<file path="src/rtl/pc_sequencer.sv">
// Fetch-side PC sequencer: picks advance / hold / redirect for the PC register
// each cycle. It also runs a post-start boot window, buffers a branch redirect
// that arrives while a cache stall is in progress, and counts stall/bubble cycles.
// Ports:
//   clk_i, rst_i (async, active low)
//   start_i                        run enable (low = halted)
//   pc_i                           current PC from the PC register
//   icache_stall_i, dcache_stall_i memory not-ready lines
//   load_use_i                     load-use hazard in ID
//   branch_taken_i, branch_target_i resolved redirect from ID
//   pc_next_o, pc_enable_o, stall_o  PC register controls (combinational)
//   ifid_write_o, ifid_flush_o, idex_bubble_o  pipeline register controls
//   stall_cnt_o                    saturating stall/bubble cycle count
//   state_o                        debug: 00 OFF, 01 BOOT, 10 RUN, 11 WAIT
module pc_sequencer #(
  parameter int unsigned BOOT_CYCLES = 2,
  parameter logic [31:0] RESET_PC    = 32'h0000_0000,
  parameter int unsigned CNT_W       = 16
) (
  input  logic             clk_i,
  input  logic             rst_i,
  input  logic             start_i,
  input  logic [31:0]      pc_i,
  input  logic             icache_stall_i,
  input  logic             dcache_stall_i,
  input  logic             load_use_i,
  input  logic             branch_taken_i,
  input  logic [31:0]      branch_target_i,
  output logic [31:0]      pc_next_o,
  output logic             pc_enable_o,
  output logic             stall_o,
  output logic             ifid_write_o,
  output logic             ifid_flush_o,
  output logic             idex_bubble_o,
  output logic [CNT_W-1:0] stall_cnt_o,
  output logic [1:0]       state_o
);

  localparam int unsigned BW        = (BOOT_CYCLES > 1) ? $clog2(BOOT_CYCLES) : 1;
  localparam int unsigned BOOT_LAST = (BOOT_CYCLES == 0) ? 0 : BOOT_CYCLES - 1;

  typedef enum logic [1:0] {
    ST_OFF  = 2'b00,
    ST_BOOT = 2'b01,
    ST_RUN  = 2'b10,
    ST_WAIT = 2'b11
  } state_e;

  state_e           state_q, state_d;
  logic [BW-1:0]    boot_cnt_q, boot_cnt_d;
  logic             pend_v_q, pend_v_d;
  logic [31:0]      pend_tgt_q, pend_tgt_d;
  logic [CNT_W-1:0] stall_cnt_q, stall_cnt_d;

  logic [31:0] pc_inc;
  logic        mem_stall;
  logic        off_out;
  logic        stall_out;
  logic        run_out;
  logic        count_en;

  assign pc_inc    = pc_i + 32'd4;
  assign mem_stall = icache_stall_i | dcache_stall_i;

  // State and bookkeeping registers
  always_ff @(posedge clk_i or negedge rst_i) begin
    if (!rst_i) begin
      state_q     <= ST_OFF;
      boot_cnt_q  <= '0;
      pend_v_q    <= 1'b0;
      pend_tgt_q  <= '0;
      stall_cnt_q <= '0;
    end else begin
      state_q     <= state_d;
      boot_cnt_q  <= boot_cnt_d;
      pend_v_q    <= pend_v_d;
      pend_tgt_q  <= pend_tgt_d;
      stall_cnt_q <= stall_cnt_d;
    end
  end

  // Next state, pending-branch capture and combinational fetch controls
  always_comb begin
    state_d       = state_q;
    boot_cnt_d    = boot_cnt_q;
    pend_v_d      = pend_v_q;
    pend_tgt_d    = pend_tgt_q;
    stall_cnt_d   = stall_cnt_q;
    pc_next_o     = pc_inc;
    pc_enable_o   = 1'b0;
    stall_o       = 1'b0;
    ifid_write_o  = 1'b1;
    ifid_flush_o  = 1'b0;
    idex_bubble_o = 1'b0;
    off_out       = 1'b0;
    stall_out     = 1'b0;
    run_out       = 1'b0;
    count_en      = 1'b0;

    if (!start_i) begin
      off_out    = 1'b1;
      state_d    = ST_OFF;
      pend_v_d   = 1'b0;
      boot_cnt_d = '0;
    end else begin
      unique case (state_q)
        ST_OFF: begin
          off_out    = 1'b1;
          boot_cnt_d = '0;
          state_d    = (BOOT_CYCLES == 0) ? ST_RUN : ST_BOOT;
        end
        ST_BOOT: begin
          pc_next_o     = RESET_PC;
          ifid_flush_o  = 1'b1;
          idex_bubble_o = 1'b1;
          if (boot_cnt_q == BW'(BOOT_LAST)) begin
            state_d = ST_RUN;
          end else begin
            boot_cnt_d = boot_cnt_q + BW'(1);
          end
        end
        ST_RUN: begin
          count_en = 1'b1;
          if (mem_stall) begin
            stall_out = 1'b1;
            state_d   = ST_WAIT;
            if (branch_taken_i) begin
              pend_v_d   = 1'b1;
              pend_tgt_d = branch_target_i;
            end
          end else begin
            run_out = 1'b1;
          end
        end
        ST_WAIT: begin
          count_en = 1'b1;
          if (mem_stall) begin
            stall_out = 1'b1;
            // First captured target wins; later redirects are dropped
            if (branch_taken_i && !pend_v_q) begin
              pend_v_d   = 1'b1;
              pend_tgt_d = branch_target_i;
            end
          end else begin
            state_d = ST_RUN;
            if (pend_v_q) begin
              pc_next_o    = pend_tgt_q;
              pc_enable_o  = 1'b1;
              ifid_flush_o = 1'b1;
              pend_v_d     = 1'b0;
            end else begin
              run_out = 1'b1;
            end
          end
        end
        default: state_d = ST_OFF;
      endcase
    end

    if (off_out) begin
      pc_next_o     = RESET_PC;
      ifid_flush_o  = 1'b1;
      idex_bubble_o = 1'b1;
    end

    if (stall_out) begin
      stall_o      = 1'b1;
      ifid_write_o = 1'b0;
    end

    // Normal RUN priorities below the cache stall
    if (run_out) begin
      if (load_use_i) begin
        ifid_write_o  = 1'b0;
        idex_bubble_o = 1'b1;
      end else if (branch_taken_i) begin
        pc_next_o    = branch_target_i;
        pc_enable_o  = 1'b1;
        ifid_flush_o = 1'b1;
      end else begin
        pc_enable_o = 1'b1;
      end
    end

    if (count_en && (stall_o || idex_bubble_o) && (stall_cnt_q != {CNT_W{1'b1}})) begin
      stall_cnt_d = stall_cnt_q + CNT_W'(1);
    end
  end

  assign stall_cnt_o = stall_cnt_q;
  assign state_o     = state_q;

endmodule

</file>
<file path="config.mk">
export PLATFORM = sky130hd
export DESIGN_NAME = pc_sequencer
export DESIGN_NICKNAME = d
export VERILOG_FILES = /design/src/rtl/pc_sequencer.sv
export SDC_FILE = /design/constraint.sdc
export NUM_CORES = 1
export LEC_CHECK = 0
export ABC_AREA = 1
export BUFFER_PORTS_ARGS = -buffer_cell sky130_fd_sc_hd__buf_2
export CORE_ASPECT_RATIO = 0.5
export CORE_MARGIN = 5
export CORE_UTILIZATION = 45
export CTS_CLUSTER_SIZE = 10
export DETAILED_ROUTE_END_ITERATION = 10
export PLACE_DENSITY = 0.74
export SYNTH_ARGS = -nofsm -noshare
export SYNTH_HDL_FRONTEND = slang
export SYNTH_SLANG_ARGS = --single-unit
</file>
<file path="constraint.sdc">
create_clock -name clk_i -period 1.7 [get_ports clk_i]
set_input_delay 0.34 -clock clk_i [delete_from_list [all_inputs] [get_ports clk_i]]
set_output_delay 0.34 -clock clk_i [all_outputs]
set_load 0.005 [all_outputs]
</file>
==> results.cfg, run 1 <==
[synthesis]
ys.warnings.count = 0
postSynthAreaPerCell_um2 = 6.37
netlist_area_um2 = 4310
synthCells = 677
syn-num-nets = 750
synth.distinct_cells = 34
ys_seq_area_frac = 0.302
yosys_register_bits = 52

[finish]
fin_util = 0.651
nFillCells = 860
multi_input_area_um2 = 2700
area_growth_pct = 41.7
diodes = 0
final_net_count = 959
regArea_um2 = 1300
final_layout_size_suffix_gt1_frac = 0.322

[drt]
wl_per_cell_um = 15.0
antenna_left = 0
vias = 5148
finalWirelength_mm = 15.2
drcViolationCount = 0
vias_per_cell = 5.11
drtIter0Drc = 398
drt-pass1-iter-count = 6

[sta]
fin_crit_sh = 1.23
drv_slew = 0
grt_setup_unrepaired = true
finClkSkew_ns = 0.00280
setup_slack_ns = -0.386
hold_viol_final = 0
setup_viol = 48
max_freq_mhz = 479
finalSetupTns_ns = -12.46
layout_min_cycle_time_ns = 2.09
slew_headroom = 0.771
worstMarginPinSlew_ns = 0.342

[worst_hold_path]
hold_class = in -> reg
whs_path_depth = 2

[die]
die_x_um = 148
die-area_um2 = 11800
ios = 126
core-area_um2 = 9380
rows = 25
start_util = 0.459
fp.dieH_um = 79.2

[worst_setup_path]
critical_path.startpoint_type = register
worstRegToRegCells = 7
crit_fanout = 5
crit_arrival_ns = 1.75
cp_cell_sequence = inv_4 -> nand3_2 -> nand2_4 -> nand4_4 -> nand2_4 -> buf_6 -> nor2_1 -> nand2_1 -> nand2_1 -> buf_2
crit_slowest_cell = dfrtp_2
worstSetupEndpointType = output pin
crit_path_max_incr_delay_ns = 0.46
worstPathRequired_ns = 1.36
path_class = reg -> out

[pwr]
ir_drop_v = 0.000803
powerDensity_nw_per_um2 = 1070
power.leakage_nw = 3.31
pwr-share-clk = 0.166
comb_power_share = 0.517
power.total_mw = 6.50
sequentialPowerShare = 0.317
p_switching_mw = 2.60
p_int_mw = 3.90
swShare = 0.400

[run_status]
violations = negative setup slack
status = complete, but fails checks

[grt]
grtUsageTotal = 0.250
antenna_found_initial = 0
grt_max_degree = 43
grt_pass1_wl_mm = 23.7
first_global_vias = 4983
grt_overflow = 0

[placed_design]
place_hpwl_mm = 11.2
portBuffers = 125
pre_cts_slack_ns = -0.330
gp_congestion = 1.00

[clock_network]
insertion_delay_ns = 0.30
cts_sinks = 52
h-tree-depth = 2
root_buffer = clkbuf_16
clk_pin_slew_ns = 0.08
clk_path_buf_depth = 2
cts_tree = built
cts-buffers-inserted = 5

[job]
drv_cap = 0
==> worst max-delay path: cells and delay by family (launching register included) <==
| kind | cells | cell delay, ns |
|---|---|---|
| flops | 1 | 0.46 |
| buf+inv | 3 | 0.37 |
| simple gates | 7 | 0.62 |
==> per-stage QoR <==
| step | instance area (µm²) | std cells | hold WS [ns] |
|---|---|---|---|
| final | 6110 | 1008 | 0.279 |
| after global routing | 6110 | 1008 | 0.281 |
| after detailed placement | 5660 | 987 | 0.237 |
| after global placement | 5660 | 987 | 0.235 |
| after CTS | 5910 | 1001 | 0.281 |
| after floorplan | 4330 | 677 | 0.0444 |
==> worst paths after layout <==
check | end | slack (ns) | start
setup / recovery | pc_next_o[20] | -0.39 | state_o[0]
hold / removal | pend_tgt_q[26] | 0.28 | branch_target_i[26]
setup reg to reg | pend_tgt_q[11] | -0.04 | state_o[1]
hold reg to reg | pend_tgt_q[6] | 0.49 | pend_tgt_q[6]
max in group asynchronous | state_o[0] | 0.71 | rst_i
min in group asynchronous | stall_cnt_o[0] | 0.45 | rst_i
==> kinds of logic (layout without fill, tap and decap cells) <==
kind of cell,Yosys count,after routing,share of synthesized area
buffers and inverters,88,298,0.0917
DFF,52,52,0.302
xor gates and xnor gates,21,21,0.0427
muxes,17,17,0.0592
and+or+nand+nor,425,425,0.408
adders and majority gates,2,2,0.00580
AOI/OAI and AO/OA,72,72,0.0903
==> synthesized netlist by cell type, drive strengths merged <==
master,n,area (µm²)
xor2,12,105
o21ai,52,264
nor2,76,298
o22ai,3,18.8
nand4,7,58.8
nand3,66,335
buf,16,125
clkbuf,6,22.5
or2,1,6.26
clkinv,1,3.75
nor3,7,35.0
a21oi,9,45.0
o21bai,3,22.5
mux2,17,255
ha,2,25.0
xnor2,9,78.8
a21boi,2,15.0
a31o,1,8.76
dfrtp,52,1300
nand3b,1,7.51
inv,65,244
nand2,267,1020
a22oi,2,15.0
==> power by group through the flow <==
stage               sequential, mW  combinational [mW]  clock (mW)
finish                        2.06                3.36        1.08
global route                  2.13                3.66        1.15
CTS                           2.04                3.07        1.09
detailed placement            2.06                2.91           0
global placement              2.04                2.84           0
floorplan                     2.00                1.73           0
==> sequential cells by signal, summed over array words and instances, names as in the netlist <==
register / count
boot_cnt_q: 1
state_o: 2
stall_cnt_o: 16
pend_tgt_q: 32
pend_v_q: 1
==> area by class of cell <==
cell class / count / share of cell area
Clock buffer: 5 / 0.0205
Inverter: 66 / 0.0434
Sequential cell: 52 / 0.214
Tap cell: 121 / 0.0248
Multi-Input combinational cell: 537 / 0.442
Timing Repair Buffer: 224 / 0.252
Clock inverter: 3 / 0.00369
==> cell usage in the layout (no fill, tap or decap), types with 6 or more instances in the layout <==
cell,n
nand2_1,259
buf_2,125
buf_4,83
nor2_1,68
nand3_1,64
inv_1,57
dfrtp_1,50
o21ai_0,29
o21ai_1,22
mux2_4,17
xor2_1,12
xnor2_1,9
clkbuf_16,8
nand4_1,6
==> layer usage <==
| metal | up-vias | GRT usage | share of wire | wire length [µm] |
|---|---|---|---|---|
| li1 | 2574 | - | - | - |
| met1 | 2341 | 0.335 | 0.44 | 6740 |
| met2 | 206 | 0.418 | 0.46 | 6940 |
| met3 | 27 | 0.0525 | 0.083 | 1260 |
| met4 | 0 | 0.0544 | 0.015 | 220 |
| met5 | - | 0 | 0 | 0 |
==> repair_timing <==
action                     4_1_cts  5_1_grt
hold buffers                     1        0
setup buffers                    4        3
gates resized for setup         11       32
hold endpoints to repair        10        0
pin swaps                        5        7
gates cloned                     1        4
setup endpoints to repair       39       82
No activity file was read; power rests on OpenSTA's default activity.
==> inputs of run 2 (changes only) <==
Settings changed: CTS_BUF_LIST from default to sky130_fd_sc_hd__clkbuf_4, CTS_CLUSTER_SIZE 10 to 20.
==> results.cfg, run 2 (synthesized netlist as in run 1, its figures left out) <==
[run_status]
status = complete, but fails checks
violations = negative setup slack

[die]
start_util = 0.459
die_x_um = 148
die-area_um2 = 11800
core-area_um2 = 9380
rows = 25
ios = 126
fp.dieH_um = 79.2

[placed_design]
dp_cells = 987
placed_cell_area_um2 = 5660
place_hpwl_mm = 11.2
pre_cts_slack_ns = -0.330
gp_congestion = 1.00
portBuffers = 125

[sta]
setup_viol = 69
finClkSkew_ns = 0.0143
max_freq_mhz = 442
timing.hold.ws_ns = 0.145
layout_min_cycle_time_ns = 2.26
fin_crit_sh = 1.33
slew_headroom = 0.771
grt_setup_unrepaired = true
hold_viol_final = 0
setup_slack_ns = -0.562
drv_slew = 0
worstMarginPinSlew_ns = 0.342

[worst_hold_path]
hp-start = branch_target_i[4]
holdPathEnd = pend_tgt_q[4]
whs_path_depth = 3
hold_class = in -> reg

[worst_setup_path]
r2r-end = pend_tgt_q[30]
crit_fanout = 6
r2r_start = state_o[1]
r2r_slack_ns = -0.12
worstSetupEndpointType = output pin
worstRegToRegCells = 8
crit_start = state_o[1]
crit_arrival_ns = 1.92
critical_path.startpoint_type = register
worstPathRequired_ns = 1.36
path_class = reg -> out

[drt]
vias = 5194
antenna_left = 0
drtIter0Drc = 441
drcViolationCount = 0
wl_per_cell_um = 15.3
finalWirelength_mm = 15.5
drt-pass1-iter-count = 5
vias_per_cell = 5.13

[finish]
layout.cells.most_common_list = 258 x nand2_1, 124 x buf_2, 81 x buf_4, 68 x nor2_1, 63 x nand3_1
final_layout_size_suffix_gt1_frac = 0.334
finalNonFillerCells = 1013
diodes = 0
largest_register_ffs = 32
largest_register = pend_tgt_q
fin_area_um2 = 6120
area_growth_pct = 42.1
mostFrequentLayoutCell = nand2_1
final_net_count = 964

[clock_network]
cts_sinks = 52
cts_tree = built
h-tree-depth = 2
clk_path_buf_depth = 2
insertion_delay_ns = 0.42
clk_pin_slew_ns = 0.18
cts-buffers-inserted = 5
root_buffer = clkbuf_4

[grt]
grt_pass1_wl_mm = 23.8
grt_max_degree = 43
antenna_found_initial = 0
grt_overflow = 0
first_global_vias = 5007
grtUsageTotal = 0.252

[pwr]
powerDensity_nw_per_um2 = 1020
power.leakage_nw = 3.33
ir_drop_v = 0.000757

[job]
drv_cap = 0
[run 2: what timing repair did]
action / CTS / global route
resized for setup: 15 / 45
gates cloned: 1 / 5
endpoints found under the setup margin: 51 / 84
endpoints found under the hold margin: 10 / 0
hold buffers: 1 / 0
pin swaps: 6 / 5
buffers inserted: 7 / 6
[run 2: per-layer routing]
| layer | share of wire | routed length (µm) | track usage | vias up |
|---|---|---|---|---|
| li1 | - | - | - | 2581 |
| met1 | 0.43 | 6640 | 0.334 | 2360 |
| met2 | 0.46 | 7150 | 0.421 | 217 |
| met3 | 0.087 | 1340 | 0.0547 | 36 |
| met4 | 0.022 | 333 | 0.0664 | 0 |
| met5 | 0 | 0 | 0 | - |
[run 2: worst max path at each step]
stage | endpoint | cells after the start
floorplan | pc_next_o[8] | 11
global placement | pc_next_o[20] | 10
detailed placement | pc_next_o[20] | 10
CTS | pc_next_o[1] | 10
global route | pc_next_o[1] | 10
finish | pc_next_o[25] | 11
[run 2: metrics by stage]
stage	util	setup TNS, ns	power, mW
4_1_cts	0.623	-16.89	5.77
3_5_place_dp	0.603	-9.11	4.96
3_3_place_gp	0.603	-7.54	4.89
6_report	0.653	-19.52	6.22
5_1_grt	0.653	-27.89	6.65
2_1_floorplan	-	-0.0131	3.72
[run 2: worst max-delay path, cell delays in order (launching register included)]
cell	delay (ns)
dfrtp_2	0.47
nand2_2	0.08
inv_2	0.07
nand3_2	0.08
nand2_2	0.11
nand4_4	0.13
nand2_4	0.14
buf_6	0.15
nor2_1	0.05
nand2_1	0.06
nand2_1	0.05
buf_2	0.12
[run 2: area by class of cell]
type                    instances  area [µm²]
well taps                     121         151
flip-flops and latches         52        1300
fillers                       853        3260
clock inverters                 3        22.5
multi-input cells             537        2730
repair buffers                229        1620
clock buffers                   5        37.5
inverters                      66         263
[run 2: where the power goes]
group / total [mW] / switching [mW] / internal [mW]
Clock: 0.651 / 0.483 / 0.168
Combinational: 3.50 / 1.77 / 1.73
Sequential: 2.07 / 0.377 / 1.69
